[src/rtl/sparse_mac_row.sv]
// sparse_mac_row
//   Sparse multiply-accumulate engine for one PE row. Each block is one output
//   location across all channels. The activation and weight sparsity flags are
//   ANDed, one operand fetch is issued per matched channel, the signed products
//   are accumulated, and one partial sum is emitted per block. Completion of
//   the row is reported with a single-cycle row_done pulse.
//
//   Optional feature macro: SPARSE_MAC_SAT_EN
//     defined   -> every accumulate saturates to the signed PSUM_WIDTH range.
//                  A sticky per-block clamp flag is kept.
//     undefined -> plain two's-complement wrap.
//
// Ports
//   clk, rst_n                  clock, async active-low reset
//   row_start                   begin (or restart) a row; wins in every state
//   row_act_base, wei_col       row act base address and kernel column
//   row_done                    registered one-cycle pulse after last psum
//   flg_val/flg_rdy, flg_act/flg_wei   per-block sparsity flag pair
//   op_req, op_act_addr, op_wei_addr   operand fetch request
//   op_val, op_act, op_wei             operand return (answers op_req)
//   psum_val/psum_rdy, psum_addr, psum_data   partial sum output
module sparse_mac_row #(
  parameter int DATA_WIDTH      = 8,
  parameter int BLOCK_DEPTH     = 32,
  parameter int PSUM_WIDTH      = 24,
  parameter int PSUM_ADDR_WIDTH = 5,
  parameter int ACT_ADDR_WIDTH  = 6,
  parameter int WEI_ADDR_WIDTH  = 6,
  parameter int ROW_BLOCKS      = 16,
  parameter int KERNEL_COLS     = 3
) (
  input  logic                               clk,
  input  logic                               rst_n,
  input  logic                               row_start,
  input  logic [ACT_ADDR_WIDTH-1:0]          row_act_base,
  input  logic [1:0]                         wei_col,
  output logic                               row_done,
  input  logic                               flg_val,
  output logic                               flg_rdy,
  input  logic [BLOCK_DEPTH-1:0]             flg_act,
  input  logic [BLOCK_DEPTH-1:0]             flg_wei,
  output logic                               op_req,
  output logic [ACT_ADDR_WIDTH-1:0]          op_act_addr,
  output logic [WEI_ADDR_WIDTH-1:0]          op_wei_addr,
  input  logic                               op_val,
  input  logic signed [DATA_WIDTH-1:0]       op_act,
  input  logic signed [DATA_WIDTH-1:0]       op_wei,
  output logic                               psum_val,
  input  logic                               psum_rdy,
  output logic [PSUM_ADDR_WIDTH-1:0]         psum_addr,
  output logic signed [PSUM_WIDTH-1:0]       psum_data
);

  localparam int PC_W  = $clog2(BLOCK_DEPTH + 1);
  localparam int CNT_W = (ROW_BLOCKS > 1) ? $clog2(ROW_BLOCKS) : 1;
  localparam logic [PSUM_ADDR_WIDTH-1:0] ADDR_CTR = PSUM_ADDR_WIDTH'((KERNEL_COLS - 1) / 2);
  localparam logic [CNT_W-1:0]           CNT_LAST = CNT_W'(ROW_BLOCKS - 1);

  typedef enum logic [1:0] {IDLE, WAIT, SCAN, OUT} state_t;

  state_t                      state, state_nxt;
  logic signed [PSUM_WIDTH-1:0] acc, acc_nxt;
  logic [CNT_W-1:0]            block_cnt;
  logic [ACT_ADDR_WIDTH-1:0]   act_blk_base;
  logic [BLOCK_DEPTH-1:0]      fa, fw, match;
  logic [BLOCK_DEPTH-1:0]      lowbit, below, match_rest;
  logic                        last_blk;

  function automatic logic [PC_W-1:0] popcnt(input logic [BLOCK_DEPTH-1:0] v);
    logic [PC_W-1:0] c;
    c = '0;
    for (int k = 0; k < BLOCK_DEPTH; k++) c = c + PC_W'(v[k]);
    return c;
  endfunction

  // Lowest pending match isolated as a one-hot; 'below' masks channels under it,
  // whose flag popcounts give the dense register-file offsets.
  assign lowbit     = match & (~match + 1'b1);
  assign below      = lowbit - 1'b1;
  assign match_rest = match & ~lowbit;
  assign last_blk   = (block_cnt == CNT_LAST);

  assign flg_rdy     = (state == WAIT);
  assign op_req      = (state == SCAN);
  assign psum_val    = (state == OUT);
  assign psum_data   = acc;
  assign op_act_addr = op_req ? act_blk_base + ACT_ADDR_WIDTH'(popcnt(fa & below)) : '0;
  assign op_wei_addr = op_req ? WEI_ADDR_WIDTH'(popcnt(fw & below)) : '0;

  // Product sign-extended to the accumulator width.
  logic signed [2*DATA_WIDTH-1:0] act_ext, wei_ext, prod;
  logic signed [PSUM_WIDTH-1:0]   prod_ext;
  assign act_ext  = (2*DATA_WIDTH)'(op_act);
  assign wei_ext  = (2*DATA_WIDTH)'(op_wei);
  assign prod     = act_ext * wei_ext;
  assign prod_ext = PSUM_WIDTH'(prod);

`ifdef SPARSE_MAC_SAT_EN
  localparam logic signed [PSUM_WIDTH-1:0] ACC_MAX = {1'b0, {(PSUM_WIDTH-1){1'b1}}};
  localparam logic signed [PSUM_WIDTH-1:0] ACC_MIN = {1'b1, {(PSUM_WIDTH-1){1'b0}}};
  logic [PSUM_WIDTH:0] sum;
  logic                clamp, sat_hit;
  assign sum   = {acc[PSUM_WIDTH-1], acc} + {prod_ext[PSUM_WIDTH-1], prod_ext};
  // Overflow when the extra sign bit disagrees with the top result bit.
  assign clamp = sum[PSUM_WIDTH] ^ sum[PSUM_WIDTH-1];
  always_comb begin
    acc_nxt = sum[PSUM_WIDTH-1:0];
    if (clamp) acc_nxt = sum[PSUM_WIDTH] ? ACC_MIN : ACC_MAX;
  end
`else
  assign acc_nxt = acc + prod_ext;
`endif

  always_ff @(posedge clk or negedge rst_n) begin
    if (!rst_n) state <= IDLE;
    else        state <= state_nxt;
  end

  always_comb begin
    state_nxt = state;
    if (row_start) state_nxt = WAIT;
    else begin
      case (state)
        WAIT: if (flg_val) state_nxt = ((flg_act & flg_wei) == '0) ? OUT : SCAN;
        SCAN: if (op_val && match_rest == '0) state_nxt = OUT;
        OUT:  if (psum_rdy) state_nxt = last_blk ? IDLE : WAIT;
        default: ;
      endcase
    end
  end

  always_ff @(posedge clk or negedge rst_n) begin
    if (!rst_n) begin
      acc          <= '0;
      block_cnt    <= '0;
      act_blk_base <= '0;
      psum_addr    <= '0;
      fa           <= '0;
      fw           <= '0;
      match        <= '0;
      row_done     <= 1'b0;
`ifdef SPARSE_MAC_SAT_EN
      sat_hit      <= 1'b0;
`endif
    end else begin
      row_done <= 1'b0;
      if (row_start) begin
        acc          <= '0;
        block_cnt    <= '0;
        match        <= '0;
        act_blk_base <= row_act_base;
        psum_addr    <= ADDR_CTR - PSUM_ADDR_WIDTH'(wei_col);
`ifdef SPARSE_MAC_SAT_EN
        sat_hit      <= 1'b0;
`endif
      end else begin
        case (state)
          WAIT: if (flg_val) begin
            fa    <= flg_act;
            fw    <= flg_wei;
            match <= flg_act & flg_wei;
            acc   <= '0;
`ifdef SPARSE_MAC_SAT_EN
            sat_hit <= 1'b0;
`endif
          end
          SCAN: if (op_val) begin
            acc   <= acc_nxt;
            match <= match_rest;
`ifdef SPARSE_MAC_SAT_EN
            sat_hit <= sat_hit | clamp;
`endif
          end
          OUT: if (psum_rdy) begin
            psum_addr    <= psum_addr + 1'b1;
            act_blk_base <= act_blk_base + ACT_ADDR_WIDTH'(popcnt(fa));
            block_cnt    <= block_cnt + 1'b1;
            row_done     <= last_blk;
          end
          default: ;
        endcase
      end
    end
  end

endmodule

[config.mk]
export PLATFORM = sky130hd
export DESIGN_NAME = sparse_mac_row
export DESIGN_NICKNAME = d
export VERILOG_FILES = /design/src/rtl/sparse_mac_row.sv
export SDC_FILE = /design/constraint.sdc
export NUM_CORES = 1
export LEC_CHECK = 0
export CAP_MARGIN = 25
export CORE_MARGIN = 5
export CORE_UTILIZATION = 65
export CTS_BUF_LIST = sky130_fd_sc_hd__clkbuf_4
export CTS_CLUSTER_DIAMETER = 120
export DETAILED_ROUTE_END_ITERATION = 16
export GPL_TIMING_DRIVEN = 0
export MAX_ROUTING_LAYER = met4
export PLACE_DENSITY = 0.9
export SYNTH_ARGS = -nofsm -noshare
export SYNTH_HDL_FRONTEND = slang
export SYNTH_SLANG_ARGS = --single-unit
[constraint.sdc]
create_clock -name clk -period 19.7 [get_ports clk]
set_input_delay 4.925 -clock clk [delete_from_list [all_inputs] [get_ports clk]]
set_output_delay 4.925 -clock clk [all_outputs]
set_load 0.01 [all_outputs]
# == Word-level counts from Yosys, hierarchy flattened ==
# Index checks and enable logic that the tools add are counted.
# Widths: inputs -> output; s select.
# word_totals
inputBits,94
output_inout_bits,45
mem_count,0
wordCells,167
rom_bits,0
latchBits,0
ram_bits,0
ff_bits,138
# classes
mux,29
n_reduce_logical,11
multipliers,1
eq_ne,8
div_mod_pow,0
n_bitwise,8
shift,0
add_sub_neg,101
n_lt_le_gt_ge,0
# ops
cell,count
$add 6x1->6,78
$and 32x32->32,5
$mux 32,3
$mux 24,3
$logic_not 32->1,2
$not 32->32,2
$pmux 32 s2,1
$pmux 24 s2,1
$add 32x1->32 const B,1
$sub 32x1->32 const B,1
$mux 6,5
$add 24x16->24,1
$add 5x1->6,3
$mul 8x8->16,1
$add 4x1->5,3
$mux 5,3
$add 3x1->4,3
$add 6x6->6,2
$mux 4,3
$add 2x1->3,3
$ne 3x2->1 const B,3
$mux 2,4
$add 1x1->2,3
$pmux 2 s3,1
other kinds (16),23

# == Logic depth before layout (Yosys ltp) ==
# depth
ltp_word,38
ltp_mapped,25
depth_no_buf,23

# == Worst setup path before layout ==
# Ideal clock, no wire load.
# synth_path
kind,register -> output
startpoint,register match[2]
endpoint,output port op_act_addr[4]
path_stages_with_launch,23
required_time_ps,14775
path_slack_ps,8335
arrival_ps,6440
path_buffers,1
cell_sequence,dfrtp_1 -> or4_1 -> buf_2 -> nor4_1 -> and2_1 -> nand2_1 -> fa_1 -> fa_1 -> inv_1 -> fa_1 -> inv_1 -> fa_1 -> fa_1 -> inv_1 -> fa_1 -> fa_1 -> inv_1 -> fa_1 -> inv_1 -> a21o_1 -> a21oi_1 -> xor2_1 -> nor2_1
# synth_between
elab_chain_cells,37
# synth_rtl
item,line_no,rtl
start: declaration,65,"logic [BLOCK_DEPTH-1:0] fa, fw, match;"
start signal: assignment,161,match <= flg_act & flg_wei;
start signal: assignment,169,match <= match_rest;
$not 32->32,78,assign lowbit = match & (~match + 1'b1);
$add 32x1->32,78,
$and 32x32->32 *,78,
$sub 32x1->32 *,79,assign below = lowbit - 1'b1;
$and 32x32->32 *,87,assign op_act_addr = op_req ? act_blk_base + ACT_ADDR_WIDTH'(popcnt(fa & below)) : '0;
$add 2x1->3,72,for (int k = 0; k < BLOCK_DEPTH; k++) c = c + PC_W'(v[k]);
$add 3x1->4,72,
$add 4x1->5,72,
$add 5x1->6,72,
$add 6x1->6 (25 in series),72,
$add 6x1->6 *,72,
$add 6x6->6 *,87,
$mux 6 *,87,
end: declaration,43,"output logic [ACT_ADDR_WIDTH-1:0] op_act_addr,"
# Every way passes the cells marked *; elsewhere a longest branch is shown, timed or not.

# == Worst setup path in the final report ==
# layout_path
startpoint,register match[2]
endpoint,output port op_act_addr[5]
# Same word-level chain as after synthesis.

==> parameters.txt <==
Parameter                              Value

Routing
  DR pass1 iterations ... 6
  Per-cell via count in the routed design ... 6.15
  DRC viols ... 0
  Count of vias placed by the detailed router ... 11.3k
  Post-DRT Antenna Nets ... 0
  Number of DRC markers in iteration 0 ... 932
  Routed wire length ... 39.8 mm
  WL/cell ... 21.6 µm

Placed design
  Input/output buffers ... 136
  Last weighted congestion value of the routability-driven placer ... 1.03
  Placed wire-length estimate after detailed placement ... 32.5 mm

Timing
  Period minus WS final ... 13.36 ns
  Final Hold Violating Endpoints ... 0
  Final worst hold slack ... 0.518 ns
  Number of pins exceeding their max-slew limit in the final report ... 0
  Rel. slew slack ... 26.2%
  Max Freq ... 74.9 MHz
  Unrepaired setup endpoints after global routing ... false
  Final setup skew ... 0.0230 ns
  Pin slew with the least headroom to its limit ... 1.10 ns
  Setup-failing EPs final ... 0
  Final period utilization ... 67.8%
  Sum of negative setup slack ... 0 ns

Power and ir drop
  P_leak ... 7.40 nW
  Power density relative to cell area ... 196 nW/µm²
  Worst vdd rail ir drop ... 0.672 mV

GRT
  Vias in the first global route ... 12.0k
  Wire length of the first global-routing pass ... 64.1 mm
  Number of antenna violations at the first check in global routing ... 1
  Maximum number of pins on one net before global-route repair ... 90
  Global routing usage summed across all routing layers ... 35.7%
  GRT Residual Overflow ... 0

Setup path
  List of cells traversed by the critical path ... or4_1, buf_2, or3_1, buf_6, nor4_4, nand2_1, nor3_1, nand2_1, fa_1, fa_1, fa_1, fa_1, inv_1, fa_1, fa_1, a21o_1, a21oi_1, o21bai_1, a21oi_1, xnor2_1, nor2_1, clkdlybuf4s50_1
  CP delay by family, top ... adder cells
  Crit Path Class ... flip-flop to output port
  Count of buffering cells on the critical path with inverters included ... 4
  Crit path max fanout ... 10
  Most numerous cell on the critical path ... fa_1
  Critical path launch point type ... flip-flop
  Arrival time of data at the critical path endpoint ... 8.43 ns
  Slowest CP cell ... nor4_4
  Required time at the worst-slack endpoint ... 14.78 ns
  Critical Path Sink Type ... output port
  Longest individual stage delay on the worst path ... 0.58 ns

Floorplan
  Starting Density ... 66.4%
  Die Outline Area ... 23,700 µm²
  Area inside the core boundary ... 20,300 µm²
  Height of the die ... 154 µm
  Chip width ... 154 µm
  Std-Cell Rows ... 52
  Number of primary I/O pins ... 139

Clocking
  Cells resized by post-CTS repair ... 0
  Clock root cell ... clkbuf_4
  Clock sink count ... 138
  Post CTS Setup Buffer Count ... 0
  Number of buffers inserted for hold repair after clock tree synthesis ... 0
  Clock latency reported for the late side of the worst-skew pair ... 0.59 ns
  Clock tree from TritonCTS ... yes
  Total clock buffers created by CTS ... 17
  CTS HTree Levels ... 4
  CTS clock-pin slew for the worst setup and hold paths ... 0.15 ns
  Buffer depth of the longest clock path ... 2

Synth
  Sequential element share of the synthesized area ... 25.6%
  Post-synthesis adder-cell area fraction ... 35.1%
  Top flip-flop cell by instance count after synthesis ... dfrtp_1
  Count of flip-flops with a built-in enable after synthesis ... 0
  Share of synthesized area spent on multiplexers ... 3.99%
  Cell type contributing the most total cell area after synthesis ... fa_1
  Share of the synthesized netlist area taken by xor and xnor gates ... 2.40%
  Fraction of synthesis flops using an asynchronous set or reset pin ... 100%
  Ranking of synthesized cells by area ... fa_1 (27%), dfrtp_1 (26%), ha_1 (8.1%)
  Number of distinct library cells after synthesis ... 59
  Syn_nets ... 1,758
  Post-synthesis cell area ... 13,500 µm²
  Total number of yosys warnings ... 0
  Flops & latches, synth ... 138
  Compound-cell area share of the yosys netlist ... 10.3%
  Main combinational cell family by area after synthesis ... adder cells
  Share of the synthesized area in the top cell type ... 26.7%
  Post-Syn Instances ... 1,397
  Mapped Avg Cell Area ... 9.65 µm²
  Simple-gate portion of the synthesized area ... 14.9%

Finish
  Commonest non-fill, non-tap cell in the layout ... inv_1
  Area growth from synthesis to layout ... 15.1%
  Number of inserted filler cells in the final layout ... 1,397
  Number of nets in the finished design ... 1,915
  Share of cells above drive strength 1 ... 6.38%
  Most frequent cells in the layout ... inv_1 (232), fa_1 (180), nand2_1 (175)

Job
  Max-cap violations ... 0

Run status
  Run status ... completed

Hold path
  Worst min path class ... flip-flop to flip-flop
-- synthesized netlist by cell type (9+ instances only) --
library cell and count:
and3_1 22, o21ai_0 82, clkbuf_1 32, nand2b_1 11
or3_1 12, nand4_1 9, nor2_1 64, nand3_1 13
a21o_1 11, xor2_1 20, ha_1 87, nand2_1 175
a22oi_1 14, fa_1 180, dfrtp_1 138, a31oi_1 23
inv_1 232, a22o_1 10, and2_1 43, nor3_1 21
mux2_2 46, a21oi_1 37, xnor2_1 17
-- logic make-up (layout without fill, tap and decap cells) --
kind of cell             after synthesis  in the layout
AND/OR/NAND/NOR                      408            408
buffers and inverters                274            444
adder cells (fa/ha/maj)              271            271
AO/OA/AOI/OAI                        221            221
flip-flops                           138            138
multiplexers                          48             48
XOR/XNOR                              37             37
other                                  0              1
-- routing by layer --
metal  vias up  share of wire, %  global-route usage (%)
li1       4876                 -                       -
met1      5598                36                    43.3
met2       673                49                    57.8
met3       156               9.0                    6.83
met4         0               5.5                    17.4
met5         -                 0                       -
-- sequential cells by signal (all words and copies together), names as in the netlist --
register and count:
psum_addr 5, psum_data 24, fw 32, row_done 1, state 2, block_cnt 4, fa 32, match 32
act_blk_base 6
-- area by class of cell --
| class | count | area [µm²] | area share, % |
|---|---|---|---|
| tap | 270 | 338 | 2.18 |
| inverter | 233 | 875 | 5.64 |
| multi-input combinational | 985 | 8990 | 58.0 |
| antenna | 1 | 2.50 | 0.0161 |
| buffer | 41 | 171 | 1.11 |
| clock inverter | 14 | 130 | 0.839 |
| sequential | 138 | 3450 | 22.3 |
| timing repair buffer | 138 | 1420 | 9.14 |
| clock buffer | 18 | 135 | 0.871 |
-- worst register-to-register path, stage by stage, from the launching register on --
cell and delay [ns]:
dfrtp_1 0.44, fa_1 0.54, inv_1 0.05, fa_1 0.49
inv_1 0.05, fa_1 0.56, inv_1 0.07, fa_1 0.50
fa_1 0.43, fa_1 0.51, inv_1 0.06, fa_1 0.41
a21o_1 0.18, a21oi_1 0.23, o21bai_1 0.09, a21oi_1 0.19
xnor2_1 0.13, or4_1 0.40, nand3_1 0.10
-- where the power goes --
group / total (mW) / internal, mW / switching (mW)
sequential: 0.381 / 0.335 / 0.0458
combinational: 2.47 / 1.11 / 1.37
clock: 0.186 / 0.0565 / 0.129
total: 3.04 / 1.50 / 1.54
-- worst paths after layout --
check	from	slack (ns)	end	cells after the start
worst max-delay path	match[2]	6.34	op_act_addr[5]	22
worst min-delay path	fw[2]	0.52	fw[2]	1
worst max register to register	fa[16]	14.21	act_blk_base[5]	18
worst min register to register	fw[2]	0.52	fw[2]	1
max in group asynchronous	rst_n	14.57	match[18]	2
min in group asynchronous	rst_n	4.26	act_blk_base[4]	1
-- stage by stage --
stage	cell area, µm²	power, mW	worst slack, ns	utilization (%)	cells
floorplan	13500	2.23	8.34	-	1397
global placement	15200	2.69	6.72	74.8	1803
detailed placement	15200	2.83	7.12	75.0	1804
CTS	15500	3.03	6.36	76.3	1836
global route	15500	3.40	5.96	76.4	1838
finish	15500	3.04	6.34	76.4	1838
No activity file was read; power rests on OpenSTA's default activity.
